**src/rtl/fpu_pkg.sv**
```systemverilog
// Shared types and constants for the FPU result collector.
// FPU_RESULT_TIMESTAMP_EN adds a 16-bit cycle stamp to each entry.
package fpu_pkg;

  localparam logic TAG_ADD = 1'b0;
  localparam logic TAG_CMP = 1'b1;

  localparam int FLG_INV = 3;
  localparam int FLG_OV  = 2;
  localparam int FLG_UN  = 1;
  localparam int FLG_NX  = 0;

  localparam int CMP_EQ    = 0;
  localparam int CMP_LESS  = 1;
  localparam int CMP_GREAT = 2;

`ifdef FPU_RESULT_TIMESTAMP_EN
  localparam int ENTRY_W = 32 + 1 + 4 + 16;
`else
  localparam int ENTRY_W = 32 + 1 + 4;
`endif

  typedef struct packed {
    logic [31:0] data;
    logic        tag;
    logic [3:0]  flags;
`ifdef FPU_RESULT_TIMESTAMP_EN
    logic [15:0] stamp;
`endif
  } entry_t;

  function automatic logic [3:0] pack_flags(
    input logic inv,
    input logic ov,
    input logic un,
    input logic nx
  );
    logic [3:0] f;
    f = '0;
    f[FLG_INV] = inv;
    f[FLG_OV]  = ov;
    f[FLG_UN]  = un;
    f[FLG_NX]  = nx;
    return f;
  endfunction

  function automatic logic [31:0] pack_cmp(
    input logic eq,
    input logic less,
    input logic great
  );
    logic [31:0] d;
    d = '0;
    d[CMP_EQ]    = eq;
    d[CMP_LESS]  = less;
    d[CMP_GREAT] = great;
    return d;
  endfunction

endpackage

```
**src/rtl/fpu_sync_fifo.sv**
```systemverilog
// Generic show-ahead synchronous FIFO; head word is visible on rdata.
// Push while full succeeds only together with a pop; pop while empty is ignored.
module fpu_sync_fifo #(
  parameter int WIDTH = 8,
  parameter int DEPTH = 8,
  localparam int AW = $clog2(DEPTH),
  localparam int CW = $clog2(DEPTH + 1)
) (
  input  logic             clk,
  input  logic             rst,
  input  logic             push,
  input  logic [WIDTH-1:0] wdata,
  input  logic             pop,
  output logic [WIDTH-1:0] rdata,
  output logic             empty,
  output logic             full,
  output logic [CW-1:0]    count,
  output logic [CW-1:0]    count_nxt
);

  logic [WIDTH-1:0] mem [DEPTH];
  logic [AW-1:0]    wr_ptr;
  logic [AW-1:0]    rd_ptr;
  logic             do_push;
  logic             do_pop;

  assign empty = (count == '0);
  assign full  = (count == CW'(DEPTH));

  assign do_pop  = pop & ~empty;
  assign do_push = push & (~full | do_pop);

  assign count_nxt = count + CW'(do_push) - CW'(do_pop);
  assign rdata     = mem[rd_ptr];

  always_ff @(posedge clk) begin
    if (rst) begin
      wr_ptr <= '0;
      rd_ptr <= '0;
      count  <= '0;
    end else begin
      if (do_push) wr_ptr <= wr_ptr + AW'(1);
      if (do_pop)  rd_ptr <= rd_ptr + AW'(1);
      count <= count_nxt;
    end
  end

  always_ff @(posedge clk) begin
    if (do_push) mem[wr_ptr] <= wdata;
  end

endmodule

```
**src/rtl/fpu_result_collector.sv**
```systemverilog
// Captures fp_add / fp_comp results into a tagged FIFO with sticky flags and irq.
// FPU_RESULT_TIMESTAMP_EN stores a free-running cycle stamp per entry.
module fpu_result_collector
  import fpu_pkg::*;
#(
  parameter int DEPTH     = 8,
  parameter int IRQ_LEVEL = 1
) (
  input  logic                         wb_clk_i,
  input  logic                         wb_rst_i,
  input  logic                         add_done,
  input  logic [31:0]                  add_out,
  input  logic                         add_ov,
  input  logic                         add_un,
  input  logic                         add_inv,
  input  logic                         add_inexact,
  input  logic                         cmp_done,
  input  logic                         cmp_eq,
  input  logic                         cmp_less,
  input  logic                         cmp_great,
  input  logic                         cmp_inv,
  input  logic                         rd_en,
  output logic [31:0]                  rd_data,
  output logic                         rd_tag,
  output logic [3:0]                   rd_flags,
  output logic [15:0]                  rd_stamp,
  output logic                         empty,
  output logic                         full,
  output logic [$clog2(DEPTH+1)-1:0]   count,
  output logic [3:0]                   sticky_flags,
  input  logic                         flags_clr,
  output logic                         overflow_err,
  output logic                         irq
);

  localparam int CW = $clog2(DEPTH + 1);
  localparam logic [CW-1:0] IRQ_LVL = CW'(IRQ_LEVEL);

  logic         add_done_q;
  logic         cmp_done_q;
  logic         add_evt;
  logic         cmp_evt;
  entry_t       add_ent;
  entry_t       cmp_ent;
  entry_t       wr_ent;
  entry_t       pend_ent;
  entry_t       head_ent;
  logic         pend_vld;
  logic         pend_load;
  logic         push_req;
  logic         drop;
  logic [3:0]   evt_flags;
  logic [3:0]   sticky_nxt;
  logic         ovf_nxt;
  logic [CW-1:0] count_nxt;
  logic [ENTRY_W-1:0] fifo_rdata;

  assign add_evt = add_done & ~add_done_q;
  assign cmp_evt = cmp_done & ~cmp_done_q;

`ifdef FPU_RESULT_TIMESTAMP_EN
  logic [15:0] stamp_q;

  always_ff @(posedge wb_clk_i) begin
    if (wb_rst_i) stamp_q <= '0;
    else          stamp_q <= stamp_q + 16'd1;
  end
`endif

  always_comb begin
    add_ent       = '0;
    add_ent.data  = add_out;
    add_ent.tag   = TAG_ADD;
    add_ent.flags = pack_flags(add_inv, add_ov, add_un, add_inexact);
    cmp_ent       = '0;
    cmp_ent.data  = pack_cmp(cmp_eq, cmp_less, cmp_great);
    cmp_ent.tag   = TAG_CMP;
    cmp_ent.flags = pack_flags(cmp_inv, 1'b0, 1'b0, 1'b0);
`ifdef FPU_RESULT_TIMESTAMP_EN
    add_ent.stamp = stamp_q;
    cmp_ent.stamp = stamp_q;
`endif
  end

  // add wins the single write port; a colliding cmp waits one cycle
  always_comb begin
    push_req  = 1'b0;
    pend_load = 1'b0;
    wr_ent    = add_ent;
    unique case (1'b1)
      add_evt: begin
        push_req  = 1'b1;
        pend_load = cmp_evt;
      end
      !add_evt && pend_vld: begin
        push_req  = 1'b1;
        wr_ent    = pend_ent;
        pend_load = cmp_evt;
      end
      !add_evt && !pend_vld && cmp_evt: begin
        push_req = 1'b1;
        wr_ent   = cmp_ent;
      end
      default: ;
    endcase
  end

  assign drop = push_req & full & ~rd_en;

  assign evt_flags = (add_evt ? add_ent.flags : 4'b0000)
                   | (cmp_evt ? cmp_ent.flags : 4'b0000);

  assign sticky_nxt = (flags_clr ? 4'b0000 : sticky_flags) | evt_flags;
  assign ovf_nxt    = (flags_clr ? 1'b0 : overflow_err) | drop;

  fpu_sync_fifo #(
    .WIDTH(ENTRY_W),
    .DEPTH(DEPTH)
  ) u_fifo (
    .clk      (wb_clk_i),
    .rst      (wb_rst_i),
    .push     (push_req),
    .wdata    (wr_ent),
    .pop      (rd_en),
    .rdata    (fifo_rdata),
    .empty    (empty),
    .full     (full),
    .count    (count),
    .count_nxt(count_nxt)
  );

  always_ff @(posedge wb_clk_i) begin
    if (wb_rst_i) begin
      add_done_q   <= 1'b1;
      cmp_done_q   <= 1'b1;
      pend_vld     <= 1'b0;
      pend_ent     <= '0;
      sticky_flags <= '0;
      overflow_err <= 1'b0;
      irq          <= 1'b0;
    end else begin
      add_done_q   <= add_done;
      cmp_done_q   <= cmp_done;
      if (pend_load) begin
        pend_vld <= 1'b1;
        pend_ent <= cmp_ent;
      end else if (!add_evt) begin
        pend_vld <= 1'b0;
      end
      sticky_flags <= sticky_nxt;
      overflow_err <= ovf_nxt;
      irq          <= (count_nxt >= IRQ_LVL) | ovf_nxt;
    end
  end

  assign head_ent = fifo_rdata;

  assign rd_data  = empty ? 32'h0 : head_ent.data;
  assign rd_tag   = empty ? 1'b0  : head_ent.tag;
  assign rd_flags = empty ? 4'h0  : head_ent.flags;
`ifdef FPU_RESULT_TIMESTAMP_EN
  assign rd_stamp = empty ? 16'h0 : head_ent.stamp;
`else
  assign rd_stamp = 16'h0000;
`endif

endmodule

```
**config.mk**
```make
export PLATFORM = sky130hd
export DESIGN_NAME = fpu_result_collector
export DESIGN_NICKNAME = d
export VERILOG_FILES = /design/src/rtl/fpu_pkg.sv /design/src/rtl/fpu_sync_fifo.sv /design/src/rtl/fpu_result_collector.sv
export SDC_FILE = /design/constraint.sdc
export NUM_CORES = 1
export LEC_CHECK = 0
export CAP_MARGIN = 20
export CORE_MARGIN = 2
export CORE_UTILIZATION = 56
export DETAILED_ROUTE_END_ITERATION = 10
export PLACE_DENSITY = 0.77
export SYNTH_ARGS = -nofsm -noshare
export SYNTH_HDL_FRONTEND = slang
export SYNTH_HIERARCHICAL = 1
export SYNTH_SLANG_ARGS = --single-unit
```
**constraint.sdc**
```tcl
create_clock -name wb_clk_i -period 8.9 [get_ports wb_clk_i]
set_input_delay 2.225 -clock wb_clk_i [delete_from_list [all_inputs] [get_ports wb_clk_i]]
set_output_delay 2.225 -clock wb_clk_i [all_outputs]
set_load 0.005 [all_outputs]
```
==> impl_metrics.yaml <==
power_and_ir_drop:
  total_power_w: 0.00394
  cellLeakagePower_nw: 4.94
  power_density_mw_per_mm2: 255
  ir_worst_vdd_uv: 203
logic_synthesis:
  synth_top_cell_area_share: 0.670
  avgSynthCellArea_um2: 19.1
  yosys_warnings: 6
  ys_async_sr_fraction: 0
  synth.area.top_cells: "edfxtp_1 (67%), mux4_2 (13%), dfxtp_1 (4.1%)"
  yosys_register_bits: 323
  yosysMostFrequentCell: "edfxtp_1"
  synth_cell_types: 53
  syn_inst: 694
  synthesis.area_mm2: 0.0133
  synth_top_cell_by_area: "edfxtp_1"
  ys_seq_area_frac: 0.711
  synth_edf_count: 296
  synth_flop_cell: "edfxtp_1"
  yosys-top-cells-count: "edfxtp_1 (296), mux4_2 (74), nor2b_1 (43), mux2_2 (40), and2_1 (33)"
drt:
  wl_met3_um: 1570
  wl_met2_um: 13000
  top_layer_used: "met4"
  wirelength_um: 25300
  wl_met1_um: 10400
  drt_iter0_drc: 541
  dr.pass1.iters: 7
  viasPerCell: 5.71
  post_drt_wl_per_cell_um: 22.2
  dr_total_vias: 6537
  drc: 0
  detail-route-antenna-nets: 0
sta:
  fin_crit_ns: 5.89
  max_freq_ghz: 0.170
  final-setup-viol-count: 0
  fin_tns_setup_ns: 0
  grt_setup_unrepaired: "no"
  hold_violations: 0
  skew_ns: 0.0194
  drv_slew: 0
  period_share: 0.662
  slew_headroom: 0.282
  worstMarginPinSlew_ns: 1.08
setup_path:
  cp.required_ns: 6.68
  r2r_end: "irq$_SDFF_PP0_"
  crit_end: "rd_data[0]"
  end_kind: "output port"
  worst_r2r_path_depth: 12
  reg2reg_from: "u_fifo/count[2]$_SDFF_PP0_"
  reg2reg_slack_ns: 5.69
  cp_max_fo: 38
  start_kind: "flip-flop"
  cp.arrival_ns: 3.67
  path_class: "flip-flop to output port"
cells_and_area:
  drive_above_1_share: 0.240
  area_delta_synth_final_pct: 16.9
  diodes: 0
  nNetsFinal: 855
  finalNonFillerCells: 1144
floorplan:
  fp.dieArea_mm2: 0.0249
  rows: 56
  core_mm2: 0.0233
  start_util: 0.568
  die_w_um: 158
  die_h_um: 158
  ios: 111
placed_design:
  dp.cells: 1086
  gp_congestion: 0.796
  io_buffer_count: 94
  post-dp-hpwl_um: 14000
clock_tree:
  clockRootBuffer: "clkbuf_16"
  htreeDepth: 1
  postCtsSetupBuffers: 0
  cts_sinks: 323
  clk_path_buf_depth: 3
  cts.repair.resized: 0
  cts_buffers: 31
  clk_latency_ns: 0.55
  cts_tree: "built"
  cts_hold_buf: 0
  clkTransAtPathRegs_ns: 0.06
global_routing:
  overflow: 0
  grt.total_usage: 0.207
  grt_max_degree: 75
  first_global_vias: 6871
  grt_pass1_wl_um: 38500
  antenna_found_initial: 0
run:
  maxCapViolCount: 0
status:
  status: "completed"
worst_hold_path:
  hold_path.class: "flip-flop to flip-flop"
-- how the worst min path moves through the flow --
stage,slack [ns],depth (start not counted),end,from
global route,0.51,2,pend_ent[5]$_SDFFE_PP0P_,pend_ent[5]$_SDFFE_PP0P_
finish,0.47,2,flip-flop,u_fifo/rd_ptr[1]$_SDFFE_PP0N_
global placement,0.46,2,flip-flop,u_fifo/rd_ptr[2]$_SDFFE_PP0N_
floorplan,0.45,2,pend_ent[3]$_SDFFE_PP0P_,pend_ent[3]$_SDFFE_PP0P_
CTS,0.48,2,flip-flop,u_fifo/rd_ptr[1]$_SDFFE_PP0N_
detailed placement,0.47,2,flip-flop,u_fifo/rd_ptr[1]$_SDFFE_PP0N_
-- final cells by class --
| class | instances | area [um2] |
|---|---|---|
| Sequential cell | 323 | 9440 |
| Tap cell | 319 | 399 |
| Multi-Input combinational cell | 322 | 3540 |
| Fill cell | 1498 | 7840 |
| Timing Repair Buffer | 113 | 1100 |
| Inverter | 10 | 37.5 |
| Clock inverter | 22 | 188 |
| Clock buffer | 35 | 791 |
-- where the power goes --
part	switching [W]	internal (W)
combinational	0.000394	0.000521
sequential	0.0000523	0.00173
clock	0.000526	0.000723
-- registers in the layout, summed over array words and instances, names as in the netlist, named ones only --
signal	count
u_fifo/count	4
irq	1
pend_ent	5
cmp_done_q	1
pend_vld	1
overflow_err	1
u_fifo/wr_ptr	3
sticky_flags	4
u_fifo/mem	296
u_fifo/rd_ptr	3
add_done_q	1
-- cells in the final DEF (no fill, tap or decap), drive strengths merged, types with 3 or more instances in the layout --
cell type      Yosys  final
nor2               9      9
mux4              74     74
nand2b            14     14
nand2              9      9
ha                 7      7
clkinv             0     17
nand3              5      5
edfxtp           296    296
mux2i              7      7
bufinv             0      3
nor3               6      6
buf               39     19
o21ai              4      4
conb               1     16
and3b              4      4
a31oi              5      5
mux2              40     40
a21oi              4      4
nor4               3      3
inv               10     11
and2              33     33
nand4b             4      4
nand3b             5      5
nor2b             44     44
clkbuf            15     35
a22oi              3      3
dfxtp             27     27
clkdlybuf4s50      0     94
-- layer usage --
metal | global-route usage | vias up
li1 | - | 2928
met1 | 0.283 | 3362
met2 | 0.360 | 223
met3 | 0.0285 | 24
met4 | 0.0433 | 0
met5 | 0 | -
-- through the flow --
step           area [um2]  hold WS (ns)  utilization  worst slack (ns)
4_1_cts             15500         0.477        0.663              2.90
6_report            15500         0.473        0.664              3.01
3_5_place_dp        14500         0.467        0.621              3.45
5_1_grt             15500         0.509        0.664              2.76
2_1_floorplan       13300         0.449            -              1.63
3_3_place_gp        14500         0.463        0.621              3.54
-- logic make-up after synthesis --
group           after synthesis  synth area share
flops                       323             0.711
simple gates                150            0.0705
mux                         121             0.165
buf+inv                      64            0.0297
compound gates               25            0.0139
fa+ha+maj                     8           0.00812
xor+xnor                      2           0.00132
other cells                   1          0.000283
-- worst max-delay path: stages, from the launching register on --
cell and delay, ns:
dfxtp_4 0.82, buf_4 0.73, mux4_2 0.59, mux2_2 0.28, nor2b_1 0.16, clkdlybuf4s50_1 0.49
Note: power is estimated with default switching activity, not from simulation.
